### src/rtl/mv_pkg.sv
`default_nettype none
// +--------------------------------------------------------------------------+
// | mv_pkg : shared sizes, FSM state type and lane-slice helper for          |
// |          the matvec sequencer.                        Rev 1.0            |
// +--------------------------------------------------------------------------+
package mv_pkg;

  localparam int N       = 8;   // lanes = rows = vector length
  localparam int DW      = 8;   // operand width
  localparam int AW      = 4;   // 2**AW must cover rows 0..N-1 plus the vector word at N
  localparam int MAC_LAT = 2;

  typedef enum logic [2:0] {
    S_IDLE  = 3'd0,
    S_CLR   = 3'd1,
    S_FETCH = 3'd2,
    S_WAIT  = 3'd3,
    S_RUN   = 3'd4,
    S_DRAIN = 3'd5,
    S_DONE  = 3'd6
  } state_t;

  function automatic logic [DW-1:0] lane_slice(input logic [N*DW-1:0] word, input int idx);
    return word[idx*DW +: DW];
  endfunction

endpackage
`default_nettype wire

### src/rtl/matvec_sched_if.sv
`default_nettype none
// +--------------------------------------------------------------------------+
// | matvec_sched_if : control, memory-read and MAC-array signals of the      |
// |                   matvec sequencer.                   Rev 1.0            |
// +--------------------------------------------------------------------------+
interface matvec_sched_if;
  import mv_pkg::*;

  logic              start;
  logic              busy;
  logic              done;
  logic              mem_rd_en;
  logic [AW-1:0]     mem_addr;
  logic [N*DW-1:0]   mem_rd_data;
  logic              mem_rd_valid;
  logic              mac_clr;
  logic [N-1:0]      mac_en;
  logic [N*DW-1:0]   mac_a;
  logic [N*DW-1:0]   mac_b;

  modport master (
    input  start, mem_rd_data, mem_rd_valid,
    output busy, done, mem_rd_en, mem_addr, mac_clr, mac_en, mac_a, mac_b
  );

  modport slave (
    output start, mem_rd_data, mem_rd_valid,
    input  busy, done, mem_rd_en, mem_addr, mac_clr, mac_en, mac_a, mac_b
  );
endinterface
`default_nettype wire

### src/rtl/mv_fetch_unit.sv
`default_nettype none
// +--------------------------------------------------------------------------+
// | mv_fetch_unit : issues N+1 in-order reads and steers the returns into    |
// |                 row/vector buffer write-enables.      Rev 1.0            |
// +--------------------------------------------------------------------------+
module mv_fetch_unit
  import mv_pkg::*;
(
  input  logic                  clk,
  input  logic                  rst,
  input  logic                  clear,
  input  logic                  issue,
  input  logic                  capture_ok,
  input  logic                  mem_rd_valid,
  output logic                  mem_rd_en,
  output logic [AW-1:0]         mem_addr,
  output logic                  a_we,
  output logic                  b_we,
  output logic [$clog2(N)-1:0]  wr_row,
  output logic                  issue_last,
  output logic                  last_ret,
  output logic                  all_ret
);

  localparam int            IW     = $clog2(N);
  localparam logic [AW-1:0] C_LAST = AW'(N);

  logic [AW-1:0] r_issue_cnt;
  logic [AW-1:0] r_ret_cnt;
  logic          r_all_ret;
  logic          w_cap;

  // Once all words are in, further valids are stray and must not touch the buffers.
  assign w_cap = capture_ok & mem_rd_valid & ~r_all_ret;

  always_ff @(posedge clk or posedge rst) begin
    if (rst) begin
      r_issue_cnt <= '0;
      r_ret_cnt   <= '0;
      r_all_ret   <= 1'b0;
    end else if (clear) begin
      r_issue_cnt <= '0;
      r_ret_cnt   <= '0;
      r_all_ret   <= 1'b0;
    end else begin
      if (issue)
        r_issue_cnt <= r_issue_cnt + AW'(1);
      if (w_cap) begin
        r_ret_cnt <= r_ret_cnt + AW'(1);
        if (r_ret_cnt == C_LAST)
          r_all_ret <= 1'b1;
      end
    end
  end

  assign mem_rd_en  = issue;
  assign mem_addr   = issue ? r_issue_cnt : '0;
  assign issue_last = issue && (r_issue_cnt == C_LAST);
  assign a_we       = w_cap && (r_ret_cnt != C_LAST);
  assign b_we       = w_cap && (r_ret_cnt == C_LAST);
  assign last_ret   = b_we;
  assign wr_row     = r_ret_cnt[IW-1:0];
  assign all_ret    = r_all_ret;

endmodule
`default_nettype wire

### src/rtl/matvec_sched.sv
`default_nettype none
// +--------------------------------------------------------------------------+
// | matvec_sched : clears the MAC array, fetches A and B, streams skewed     |
// |                operand pairs per lane, drains and pulses done. Rev 1.0   |
// +--------------------------------------------------------------------------+
module matvec_sched
  import mv_pkg::*;
(
  input  logic           clk,
  input  logic           rst,
  matvec_sched_if.master bus
);

  localparam int              SW           = $clog2(2*N-1);
  localparam int              DRW          = (MAC_LAT > 1) ? $clog2(MAC_LAT) : 1;
  localparam int              IW           = $clog2(N);
  localparam logic [SW-1:0]   C_STEP_LAST  = SW'(2*N-2);
  localparam logic [DRW-1:0]  C_DRAIN_LAST = DRW'(MAC_LAT-1);

  state_t           r_state;
  logic             r_busy;
  logic             r_done;
  logic             r_clr;
  logic [SW-1:0]    r_step;
  logic [DRW-1:0]   r_drain;
  logic [N*DW-1:0]  r_abuf [N];
  logic [N*DW-1:0]  r_bbuf;

  logic             w_issue_last;
  logic             w_last_ret;
  logic             w_all_ret;
  logic             w_a_we;
  logic             w_b_we;
  logic [IW-1:0]    w_wr_row;
  logic [N-1:0]     w_en;
  logic [N*DW-1:0]  w_a;
  logic [N*DW-1:0]  w_b;

  mv_fetch_unit u_fetch (
    .clk          (clk),
    .rst          (rst),
    .clear        (r_state == S_CLR),
    .issue        (r_state == S_FETCH),
    .capture_ok   ((r_state == S_FETCH) || (r_state == S_WAIT)),
    .mem_rd_valid (bus.mem_rd_valid),
    .mem_rd_en    (bus.mem_rd_en),
    .mem_addr     (bus.mem_addr),
    .a_we         (w_a_we),
    .b_we         (w_b_we),
    .wr_row       (w_wr_row),
    .issue_last   (w_issue_last),
    .last_ret     (w_last_ret),
    .all_ret      (w_all_ret)
  );

  always_ff @(posedge clk or posedge rst) begin
    if (rst) begin
      r_state <= S_IDLE;
      r_busy  <= 1'b0;
      r_done  <= 1'b0;
      r_clr   <= 1'b0;
      r_step  <= '0;
      r_drain <= '0;
    end else begin
      r_done <= 1'b0;
      r_clr  <= 1'b0;
      case (r_state)
        S_IDLE: if (bus.start) begin
          r_state <= S_CLR;
          r_busy  <= 1'b1;
          r_clr   <= 1'b1;
        end
        S_CLR:   r_state <= S_FETCH;
        S_FETCH: if (w_issue_last) r_state <= S_WAIT;
        S_WAIT: if (w_all_ret || w_last_ret) begin
          r_state <= S_RUN;
          r_step  <= '0;
        end
        S_RUN: if (r_step == C_STEP_LAST) begin
          r_state <= S_DRAIN;
          r_drain <= '0;
        end else begin
          r_step <= r_step + SW'(1);
        end
        S_DRAIN: if (r_drain == C_DRAIN_LAST) begin
          r_state <= S_DONE;
          r_done  <= 1'b1;
        end else begin
          r_drain <= r_drain + DRW'(1);
        end
        S_DONE: begin
          r_state <= S_IDLE;
          r_busy  <= 1'b0;
        end
        default: begin
          r_state <= S_IDLE;
          r_busy  <= 1'b0;
        end
      endcase
    end
  end

  // Buffer contents are don't-care after reset, so no reset branch here.
  always_ff @(posedge clk) begin
    if (w_a_we) r_abuf[w_wr_row] <= bus.mem_rd_data;
    if (w_b_we) r_bbuf           <= bus.mem_rd_data;
  end

  // Lane i sees element j = t-i on step t, giving the systolic diagonal wavefront.
  always_comb begin
    int t;
    t    = int'(r_step);
    w_en = '0;
    w_a  = '0;
    w_b  = '0;
    for (int i = 0; i < N; i++) begin
      if ((r_state == S_RUN) && (t >= i) && (t <= i + N - 1)) begin
        w_en[i]          = 1'b1;
        w_a[i*DW +: DW]  = lane_slice(r_abuf[i], t - i);
        w_b[i*DW +: DW]  = lane_slice(r_bbuf, t - i);
      end
    end
  end

  assign bus.busy    = r_busy;
  assign bus.done    = r_done;
  assign bus.mac_clr = r_clr;
  assign bus.mac_en  = w_en;
  assign bus.mac_a   = w_a;
  assign bus.mac_b   = w_b;

endmodule
`default_nettype wire
### src/flat_wrapper.sv
// flat-port wrapper written by rule: the top's interface ports become plain ports
module matvec_sched_flat import mv_pkg::*;
  (clk, rst, bus_start, bus_mem_rd_data, bus_mem_rd_valid, bus_busy, bus_done, bus_mem_rd_en, bus_mem_addr, bus_mac_clr, bus_mac_en, bus_mac_a, bus_mac_b);
  matvec_sched_if bus_i ();
  input  logic clk;
  input  logic rst;
  input wire logic [$bits(bus_i.start)-1:0] bus_start;
  input wire logic [$bits(bus_i.mem_rd_data)-1:0] bus_mem_rd_data;
  input wire logic [$bits(bus_i.mem_rd_valid)-1:0] bus_mem_rd_valid;
  output wire logic [$bits(bus_i.busy)-1:0] bus_busy;
  output wire logic [$bits(bus_i.done)-1:0] bus_done;
  output wire logic [$bits(bus_i.mem_rd_en)-1:0] bus_mem_rd_en;
  output wire logic [$bits(bus_i.mem_addr)-1:0] bus_mem_addr;
  output wire logic [$bits(bus_i.mac_clr)-1:0] bus_mac_clr;
  output wire logic [$bits(bus_i.mac_en)-1:0] bus_mac_en;
  output wire logic [$bits(bus_i.mac_a)-1:0] bus_mac_a;
  output wire logic [$bits(bus_i.mac_b)-1:0] bus_mac_b;
  assign bus_i.start = bus_start;
  assign bus_i.mem_rd_data = bus_mem_rd_data;
  assign bus_i.mem_rd_valid = bus_mem_rd_valid;
  assign bus_busy = bus_i.busy;
  assign bus_done = bus_i.done;
  assign bus_mem_rd_en = bus_i.mem_rd_en;
  assign bus_mem_addr = bus_i.mem_addr;
  assign bus_mac_clr = bus_i.mac_clr;
  assign bus_mac_en = bus_i.mac_en;
  assign bus_mac_a = bus_i.mac_a;
  assign bus_mac_b = bus_i.mac_b;
  matvec_sched u_core (.clk(clk), .rst(rst), .bus(bus_i));
endmodule
### config.mk
export PLATFORM = sky130hd
export DESIGN_NAME = matvec_sched_flat
export DESIGN_NICKNAME = d
export VERILOG_FILES = /design/src/rtl/mv_pkg.sv /design/src/rtl/matvec_sched_if.sv /design/src/rtl/mv_fetch_unit.sv /design/src/rtl/matvec_sched.sv /design/src/flat_wrapper.sv
export SDC_FILE = /design/constraint.sdc
export NUM_CORES = 1
export LEC_CHECK = 0
export CORE_ASPECT_RATIO = 0.75
export CORE_UTILIZATION = 35
export DETAILED_ROUTE_END_ITERATION = 8
export PLACE_DENSITY = 0.49
export SLEW_MARGIN = 20
export SYNTH_ARGS = -nofsm -noshare
export SYNTH_HDL_FRONTEND = slang
export SYNTH_SLANG_ARGS = --single-unit
### constraint.sdc
create_clock -name clk -period 8 [get_ports clk]
set_input_delay 2 -clock clk [delete_from_list [all_inputs] [get_ports clk]]
set_output_delay 2 -clock clk [all_outputs]
set_load 0.02 [all_outputs]
==> flow_summary.json <==
{
  "outcome": "complete, no violations",
  "cts_buffers": 59,
  "gp_congestion": 0.807,
  "ys_types": 57,
  "hold_viol": 0,
  "rsz0062_at_grt": "no",
  "synthFlopType": "edfxtp_1",
  "route.antenna.remaining_nets": 0,
  "cts_resized": 0,
  "setup_violations": 0,
  "final_design_area_no_fill_um2": 30700,
  "via_per_inst": 5.34,
  "synth_seq_area_share_pct": 69.9,
  "layout.cells.non_filler": 2663,
  "first_global_vias": 14200,
  "root_buffer": "clkbuf_16",
  "synth_seq_cells": 596,
  "maxCapViolCount": 0,
  "synth_warnings": 0,
  "ios": 212,
  "htreeDepth": 2,
  "drc": 0,
  "start_util_pct": 35.4,
  "fin_skew_ns": 0.0269,
  "port-buffer-count": 211,
  "grt_max_degree": 91,
  "slew_viol_final": 0,
  "tightest_slew_ns": 1.05,
  "cts_tree": "yes",
  "clockBufferDepth": 3,
  "syn-cell-area_um2": 25500,
  "die-width_um": 313,
  "p_per_area_nw_per_um2": 328,
  "clock-sinks": 596,
  "holdWs_ns": 0.491,
  "vdd_drop_max_uv": 196,
  "dp_cells": 2552,
  "grt_pass1_wl_um": 105000,
  "critPathLaunchType": "flip-flop",
  "dr.pass1.iters": 5,
  "relSlewSlack_pct": 29.6,
  "grt_overflow_total": 0,
  "vias": 14200,
  "critical_path.max_fanout": 36,
  "clk_pin_slew_ns": 0.07,
  "track_usage_pct": 19.9,
  "async_reset_ff_share_pct": 3.36,
  "die_y_um": 236,
  "placed_area_um2": 28900,
  "clock_latency_ns": 0.64,
  "fmax_ghz": 0.149,
  "hpwl_um": 46400,
  "avgSynthCellArea_um2": 17.9,
  "synth-edff-count": 576,
  "dieArea_um2": 73800,
  "wire_per_inst_um": 27.5,
  "drtIter0Drc": 1212,
  "final_nets": 1747,
  "cts_setup_buffers": 0,
  "drive_gt1_share_pct": 21.0,
  "synthCells": 1425,
  "finalWirelength_um": 73300,
  "arrival_ns": 4.70,
  "area_delta_synth_final_pct": 20.7,
  "syn_nets": 1516,
  "critical_path_class": "reg2out",
  "n_antenna_cell": 0,
  "coreArea_um2": 71900,
  "antenna_found_initial": 0,
  "leakagePower_nw": 9.68,
  "fin_crit_ns": 6.70,
  "fin_util_pct": 42.8,
  "fin_crit_sh_pct": 83.8,
  "end_kind": "primary output",
  "rows": 85,
  "setup_tns_ns": 0,
  "hp-class": "reg2reg",
  "cp.required_ns": 6.00,
  "hold_buffers": 0
}
-- flip-flops by register name (all words and copies together) (netlist names) --
signal	count
u_core.r_abuf	512
u_core.r_bbuf	64
u_core.r_step	4
u_core.u_fetch.r_issue_cnt	4
u_core.u_fetch.r_ret_cnt	4
u_core.r_state	3
u_core.bus.busy	1
u_core.bus.done	1
u_core.bus.mac_clr	1
u_core.r_drain	1
u_core.u_fetch.all_ret	1
-- synth_stat cells, types with 5 or more instances --
cell      count  share of area, %
o21ai_0      13              0.26
nor2_1       46              0.68
nand2b_1      6              0.15
edfxtp_1    576                68
nand3_1      11              0.22
nand2_1     216               3.2
mux2i_1      40               1.6
ha_1         23               1.1
nor2b_1       5              0.12
buf_1        16              0.24
and3_1        8              0.20
nor3_1        5             0.098
mux4_2      178                16
xnor2_1       5              0.17
inv_1        12              0.18
buf_2        28              0.55
mux2_2       11              0.49
clkbuf_1     32              0.47
dfrtp_1      20               2.0
a21oi_2      10              0.34
o22ai_1       8              0.20
a21oi_1      87               1.7
-- cell families after synthesis --
logic type      share of synthesized area [%]
compound gates                           3.46
xor+xnor                                0.305
fa+ha+maj                                1.13
buf+inv                                  1.74
flops                                    69.9
mux                                      18.0
simple gates                             5.48
-- layer usage --
layer	GRT usage, %	up-vias	wire length [um]
met2	29.9	446	33600
met3	2.85	67	4220
met5	0	-	0
li1	-	6146	-
met1	30.6	7563	34500
met4	3.80	0	979
-- where the power goes --
| part | total (mW) | leakage (nW) | switching (mW) | internal [mW] |
|---|---|---|---|---|
| registers | 4.00 | 5.46 | 0.175 | 3.83 |
| clock network | 2.68 | 0.891 | 1.20 | 1.47 |
| logic | 3.39 | 3.33 | 2.02 | 1.37 |
| total | 10.1 | 9.68 | 3.40 | 6.67 |
-- worst max-delay path: stages, from the launching register on --
cell	delay (ns)
dfrtp_4	0.84
inv_1	0.30
ha_4	0.73
nand2b_1	0.63
o22ai_1	0.21
a2111oi_2	0.62
clkdlybuf4s50_1	0.73
-- metrics by stage --
step                worst slack, ns  power, mW
detailed placement             1.85       7.52
finish                         1.30       10.1
global route                  0.962       10.6
floorplan                     0.443       6.36
global placement               1.90       7.50
CTS                            1.14       10.2
-- layout by cell type (no fill, tap or decap), types with 15 or more instances in the layout --
cell and instances:
clkdlybuf4s50_1 211, edfxtp_1 576, clkbuf_16 60, buf_4 38, nand2_1 216, clkinv_1 15, mux4_2 178, ha_1 21
dfrtp_1 17, mux2i_1 40, nor2_1 40, a21oi_1 87
-- worst paths after layout --
| kind | startpoint | endpoint | slack (ns) | depth (start not counted) |
|---|---|---|---|---|
| worst max-delay path | u_core.r_step[0] | bus_mac_a[61] | 1.30 | 6 |
| worst min-delay path | u_core.bus.busy | u_core.bus.busy | 0.49 | 1 |
| worst max register to register | u_core.r_state[2] | u_core.r_abuf[3][47] | 4.35 | 4 |
| worst min register to register | u_core.bus.busy | u_core.bus.busy | 0.49 | 1 |
| max in group asynchronous | rst | u_core.r_step[0] | 5.47 | 2 |
| min in group asynchronous | rst | u_core.u_fetch.r_issue_cnt[1] | 1.88 | 2 |
-- area by class of cell --
type                       instances  area, um2
clock buffer                      73       1550
clock inverter                    38        284
fill                            6459      41200
inverter                          13       48.8
multi-input combinational        732       7360
sequential                       596      17800
tap                              957       1200
timing repair buffer             254       2500
Note: power is estimated with default switching activity, not from simulation.
==> edit 1 (config.mk and constraints unchanged) <==
`MAC_LAT`: 2 -> 4.
--- a/src/rtl/mv_pkg.sv
+++ b/src/rtl/mv_pkg.sv
@@ -8,7 +8,7 @@
   localparam int N       = 8;   // lanes = rows = vector length
   localparam int DW      = 8;   // operand width
   localparam int AW      = 4;   // 2**AW must cover rows 0..N-1 plus the vector word at N
-  localparam int MAC_LAT = 2;
+  localparam int MAC_LAT = 4;
 
   typedef enum logic [2:0] {
     S_IDLE  = 3'd0,
Function: not settled (the Yosys comparison gave no result); the edit may change what the design does.
==> edit 1 against the unedited design <==
- area after synthesis up 0.23%
- power up 3.3%
- sequential cell count up 1
- final area up 0.61%
- setup slack worse by 0.38 ns
- register-to-register slack better by 0.18 ns
- critical path depth up 1
- non-clock buffer count unchanged
- count of clock-buffer cells in the layout down 5
- wire length up 2.3%
- largest cell class unchanged
==> edit 1: results (changes against the unedited design) <==
| Metric | Value |
|---|---|
| Drt initial violations | 1334 (was 1212) |
| DP HPWL | 47.9 mm (was 46.4 mm) |
| Status | completed (unchanged) |
| Clk_skew | 0.0199 ns (was 0.0269 ns) |
| M3 GR Usage | 3.80% (was 2.85%) |
| Via Count | 14504 (was 14222) |
| Synthesized net count | 1540 (was 1516) |
| VDD IR max | 0.190 mV (was 0.196 mV) |
| Place WS | 1.45 ns (was 1.85 ns) |
| Async SR Flop Fraction | 3.52% (was 3.36%) |
| Met1 wire length | 34.5 mm (about the same) |
| Register area share after synthesis | 69.8% (was 69.9%) |
| Routed length per instance | 28.0 um (was 27.5 um) |
| Critical path peak fanout | 47 (was 36) |
| Met2 Wirelength | 34.0 mm (was 33.6 mm) |
| DP Cell Count | 2569 (was 2552) |
| Worst Max-Slew Pin Slew | 1.10 ns (was 1.05 ns) |
| Setup crit end | bus_mac_b[41] (was bus_mac_a[61]) |
| Flop-to-flop setup slack | 4.53 ns (was 4.35 ns) |
| First-pass GRT wire length | 107 mm (was 105 mm) |
| Layout cell share with drive strength beyond 1 | 21.1% (was 21.0%) |
| Cells after synthesis | 1448 (was 1425) |
| RR Endpoint | u_core.r_abuf[5][24]$_DFFE_PP_ (was u_core.r_abuf[3][47]$_DFFE_PP_) |
| Initial antenna violation count | 1 (was 0) |
| Largest net degree at the start of global routing | 65 (was 91) |
| TritonCTS buffer count | 60 (was 59) |
| Met2 Use GR | 30.3% (was 29.9%) |
| Synth top area cells | edfxtp_1, mux4_2, nand2_1 (unchanged) |
| WL met3 | 5.10 mm (was 4.22 mm) |
| Fmax | 0.141 GHz (was 0.149 GHz) |
| Tot GR Track Use | 20.2% (was 19.9%) |
| Final non-filler cell total | 2679 (was 2663) |
edit 1: critical path: stages (launching register included):
cell	delay (ns)
dfrtp_4	0.99
inv_1	0.31
ha_4	0.74
buf_4	0.56
mux4_2	0.33
nand2_1	0.06
a21oi_1	0.65
clkdlybuf4s50_1	0.75
edit 1: where the power goes:
group	internal, mW	switching, mW	total, mW	leakage, nW
registers	3.85	0.228	4.08	5.48
logic	1.48	2.01	3.48	3.43
clock network	1.62	1.22	2.84	0.958
total	6.95	3.45	10.4	9.86
edit 1: area by class of cell:
| type | instances | area (sq um) |
|---|---|---|
| fillers | 6353 | 41100 |
| flip-flops and latches | 597 | 17800 |
| multi-input cells | 747 | 7370 |
| repair buffers | 254 | 2500 |
| clock buffers | 68 | 1550 |
| well taps | 957 | 1200 |
| clock inverters | 41 | 423 |
| inverters | 15 | 56.3 |
edit 1: worst min-delay path by stage:
stage / from / to / slack [ns]
6_report: u_core.bus.busy$_DFFE_PP0P_ / u_core.bus.busy$_DFFE_PP0P_ / 0.49
4_1_cts: u_core.bus.busy$_DFFE_PP0P_ / u_core.bus.busy$_DFFE_PP0P_ / 0.49
3_3_place_gp: u_core.bus.busy$_DFFE_PP0P_ / u_core.bus.busy$_DFFE_PP0P_ / 0.47
2_1_floorplan: u_core.u_fetch.r_issue_cnt[3]$_DFFE_PP0P_ / u_core.u_fetch.r_issue_cnt[3]$_DFFE_PP0P_ / 0.46
5_1_grt: u_core.bus.busy$_DFFE_PP0P_ / u_core.bus.busy$_DFFE_PP0P_ / 0.53
3_5_place_dp: u_core.bus.busy$_DFFE_PP0P_ / u_core.bus.busy$_DFFE_PP0P_ / 0.48
edit 1: cells by family after synthesis:
family	synth area share (%)
simple gates	5.85
buf+inv	1.82
flops	69.8
xor+xnor	0.309
mux	17.7
fa+ha+maj	1.18
compound gates	3.27
==> edit 2 (same settings) <==
Without the edit above. Make the reset (`rst`) synchronous in 2 clocked blocks.
--- a/src/rtl/mv_fetch_unit.sv
+++ b/src/rtl/mv_fetch_unit.sv
@@ -33,7 +33,7 @@
   // Once all words are in, further valids are stray and must not touch the buffers.
   assign w_cap = capture_ok & mem_rd_valid & ~r_all_ret;
 
-  always_ff @(posedge clk or posedge rst) begin
+  always_ff @(posedge clk) begin
     if (rst) begin
       r_issue_cnt <= '0;
       r_ret_cnt   <= '0;
--- a/src/rtl/matvec_sched.sv
+++ b/src/rtl/matvec_sched.sv
@@ -53,7 +53,7 @@
     .all_ret      (w_all_ret)
   );
 
-  always_ff @(posedge clk or posedge rst) begin
+  always_ff @(posedge clk) begin
     if (rst) begin
       r_state <= S_IDLE;
       r_busy  <= 1'b0;
Function: not settled (the Yosys comparison gave no result); the edit may change what the design does.
==> edit 2 against the unedited design <==
- via count is 1.7% higher
- final area about the same
- hold slack worse by 0.026 ns
- non-clock buffer count is 11 lower
- area after synthesis barely moved
- wire length is 0.43% higher
- critical path depth is 1 higher
- setup slack lost 0.39 ns
- sequential cell count did not move
- first-iteration DRC count rose by 13%
- die area barely moved
- critical endpoint is now bus_mac_a[9]
- highest routed layer unchanged
Power is not compared: it rests on default switching activity, and its combinational part moved more than twofold at a synthesized area within 25%.
==> edit 2: results (changes against the unedited design) <==
| Metric | Value |
|---|---|
| Status | completed (unchanged) |
| RR Endpoint | u_core.r_abuf[1][52]$_DFFE_PP_ (was u_core.r_abuf[3][47]$_DFFE_PP_) |
| Worst Max-Slew Pin Slew | 1.11 ns (was 1.05 ns) |
| Clk_skew | 0.0374 ns (was 0.0269 ns) |
| Tot GR Track Use | 20.0% (was 19.9%) |
| Xor and xnor area share after synthesis | 0.379% (was 0.305%) |
| Setup crit end | bus_mac_a[9] (was bus_mac_a[61]) |
| Hold worst-path end | u_core.bus.busy$_SDFFE_PP0P_ (was u_core.bus.busy$_DFFE_PP0P_) |
| Drt pass-1 iters | 5 (unchanged) |
| Hold Path Origin | u_core.bus.busy$_SDFFE_PP0P_ (was u_core.bus.busy$_DFFE_PP0P_) |
| Flop-to-flop setup slack | 4.32 ns (was 4.35 ns) |
| Compound-Gate Fraction of Synth Area | 3.48% (was 3.46%) |
| Worst-path clk slew | 0.07 ns (about the same) |
| WHS | 0.465 ns (was 0.491 ns) |
| DP HPWL | 45.6 mm (was 46.4 mm) |
| TritonCTS buffer count | 60 (was 59) |
| First-pass GRT wire length | 106 mm (was 105 mm) |
| Crit-path leading delay family | buffers and inverters (unchanged) |
| Yosys cell types | 50 (was 57) |
| Number of global-route vias before repair | 14663 (was 14169) |
| Fillcell total | 6333 (was 6459) |
| WHS Path Cells | 1 (unchanged) |
| Async SR Flop Fraction | 0% (was 3.36%) |
| Synth top area cells | edfxtp_1, mux4_2, nand2_1 (unchanged) |
| Drt initial violations | 1364 (was 1212) |
| Largest net degree at the start of global routing | 112 (was 91) |
| Critical path peak fanout | 52 (was 36) |
| Synthesized net count | 1527 (was 1516) |
| Synth Area in Adders | 1.23% (was 1.13%) |
| Layout cell share with drive strength beyond 1 | 21.1% (was 21.0%) |
| Slowest stage cell, crit path | dfxtp_4 (was dfrtp_4) |
| Initial antenna violation count | 2 (was 0) |
| CP max stage delay | 0.97 ns (was 0.84 ns) |
| Leakage dissipation | 9.37 nW |
| Synth top cells by count | edfxtp_1, nand2_1, mux4_2, a21oi_1, nor2_1 (unchanged) |
| Via Count | 14464 (was 14222) |
| Met1 usage in global routing | 30.5% (was 30.6%) |
| Met2 Use GR | 29.5% (was 29.9%) |
| Register area share after synthesis | 69.6% (was 69.9%) |
| Reg-to-Reg Start | u_core.r_state[1]$_SDFFE_PP0P_ (was u_core.r_state[2]$_DFFE_PP0P_) |
| RD Place Congestion | 0.787 (was 0.807) |
| Mux cell area share after synthesis | 18.3% (was 18.0%) |
| Crit path launch | u_core.r_step[0]$_SDFFE_PP0P_ (was u_core.r_step[0]$_DFFE_PP0P_) |
| Fin nets | 1744 (was 1747) |
| M3 GR Usage | 3.52% (was 2.85%) |
edit 2: cell count changes after synthesis, sizes merged, moves of 7 or more:
| cell | change |
|---|---|
| o21ai | -8 |
| a21oi | +9 |
| clkbuf | +12 |
| a2111oi | -7 |
| mux2 | +13 |
| mux2i | -7 |
| dfrtp | -20 |
| nand2 | -13 |
| dfxtp | +20 |
| buf | -8 |
edit 2: through the flow:
| stage | total power [mW] | cells | util [%] | worst slack, ns | instance area (sq um) |
|---|---|---|---|---|---|
| floorplan | 3.67 | 1434 | - | 0.497 | 25400 |
| global placement | 3.79 | 2544 | 40.0 | 1.59 | 28700 |
| detailed placement | 3.80 | 2544 | 40.0 | 1.46 | 28700 |
| finish | 6.54 | 2657 | 42.8 | 0.910 | 30700 |
| global route | 6.75 | 2657 | 42.8 | 0.486 | 30700 |
| CTS | 6.62 | 2655 | 42.7 | 0.753 | 30700 |
edit 2: cell type report:
cell class	instances	area, sq um	share of cell area [%]
clock buffer	78	1590	5.18
clock inverter	33	359	1.17
inverter	13	48.8	0.159
multi-input combinational	737	7420	24.2
sequential	596	17700	57.6
tap	957	1200	3.90
timing repair buffer	243	2400	7.80
edit 2: per-layer routing:
metal | share of wire (%) | up-vias | wire length (um)
li1 | - | 6148 | -
met1 | 47 | 7673 | 34700
met2 | 44 | 541 | 32600
met3 | 6.6 | 102 | 4890
met4 | 1.9 | 0 | 1400
met5 | 0 | - | 0
edit 2: report_power, final:
| part | internal [mW] | total (mW) | switching (mW) |
|---|---|---|---|
| registers | 3.48 | 3.51 | 0.0306 |
| clock network | 1.62 | 2.82 | 1.19 |
| logic | 0.0744 | 0.214 | 0.140 |
| total | 5.18 | 6.54 | 1.36 |
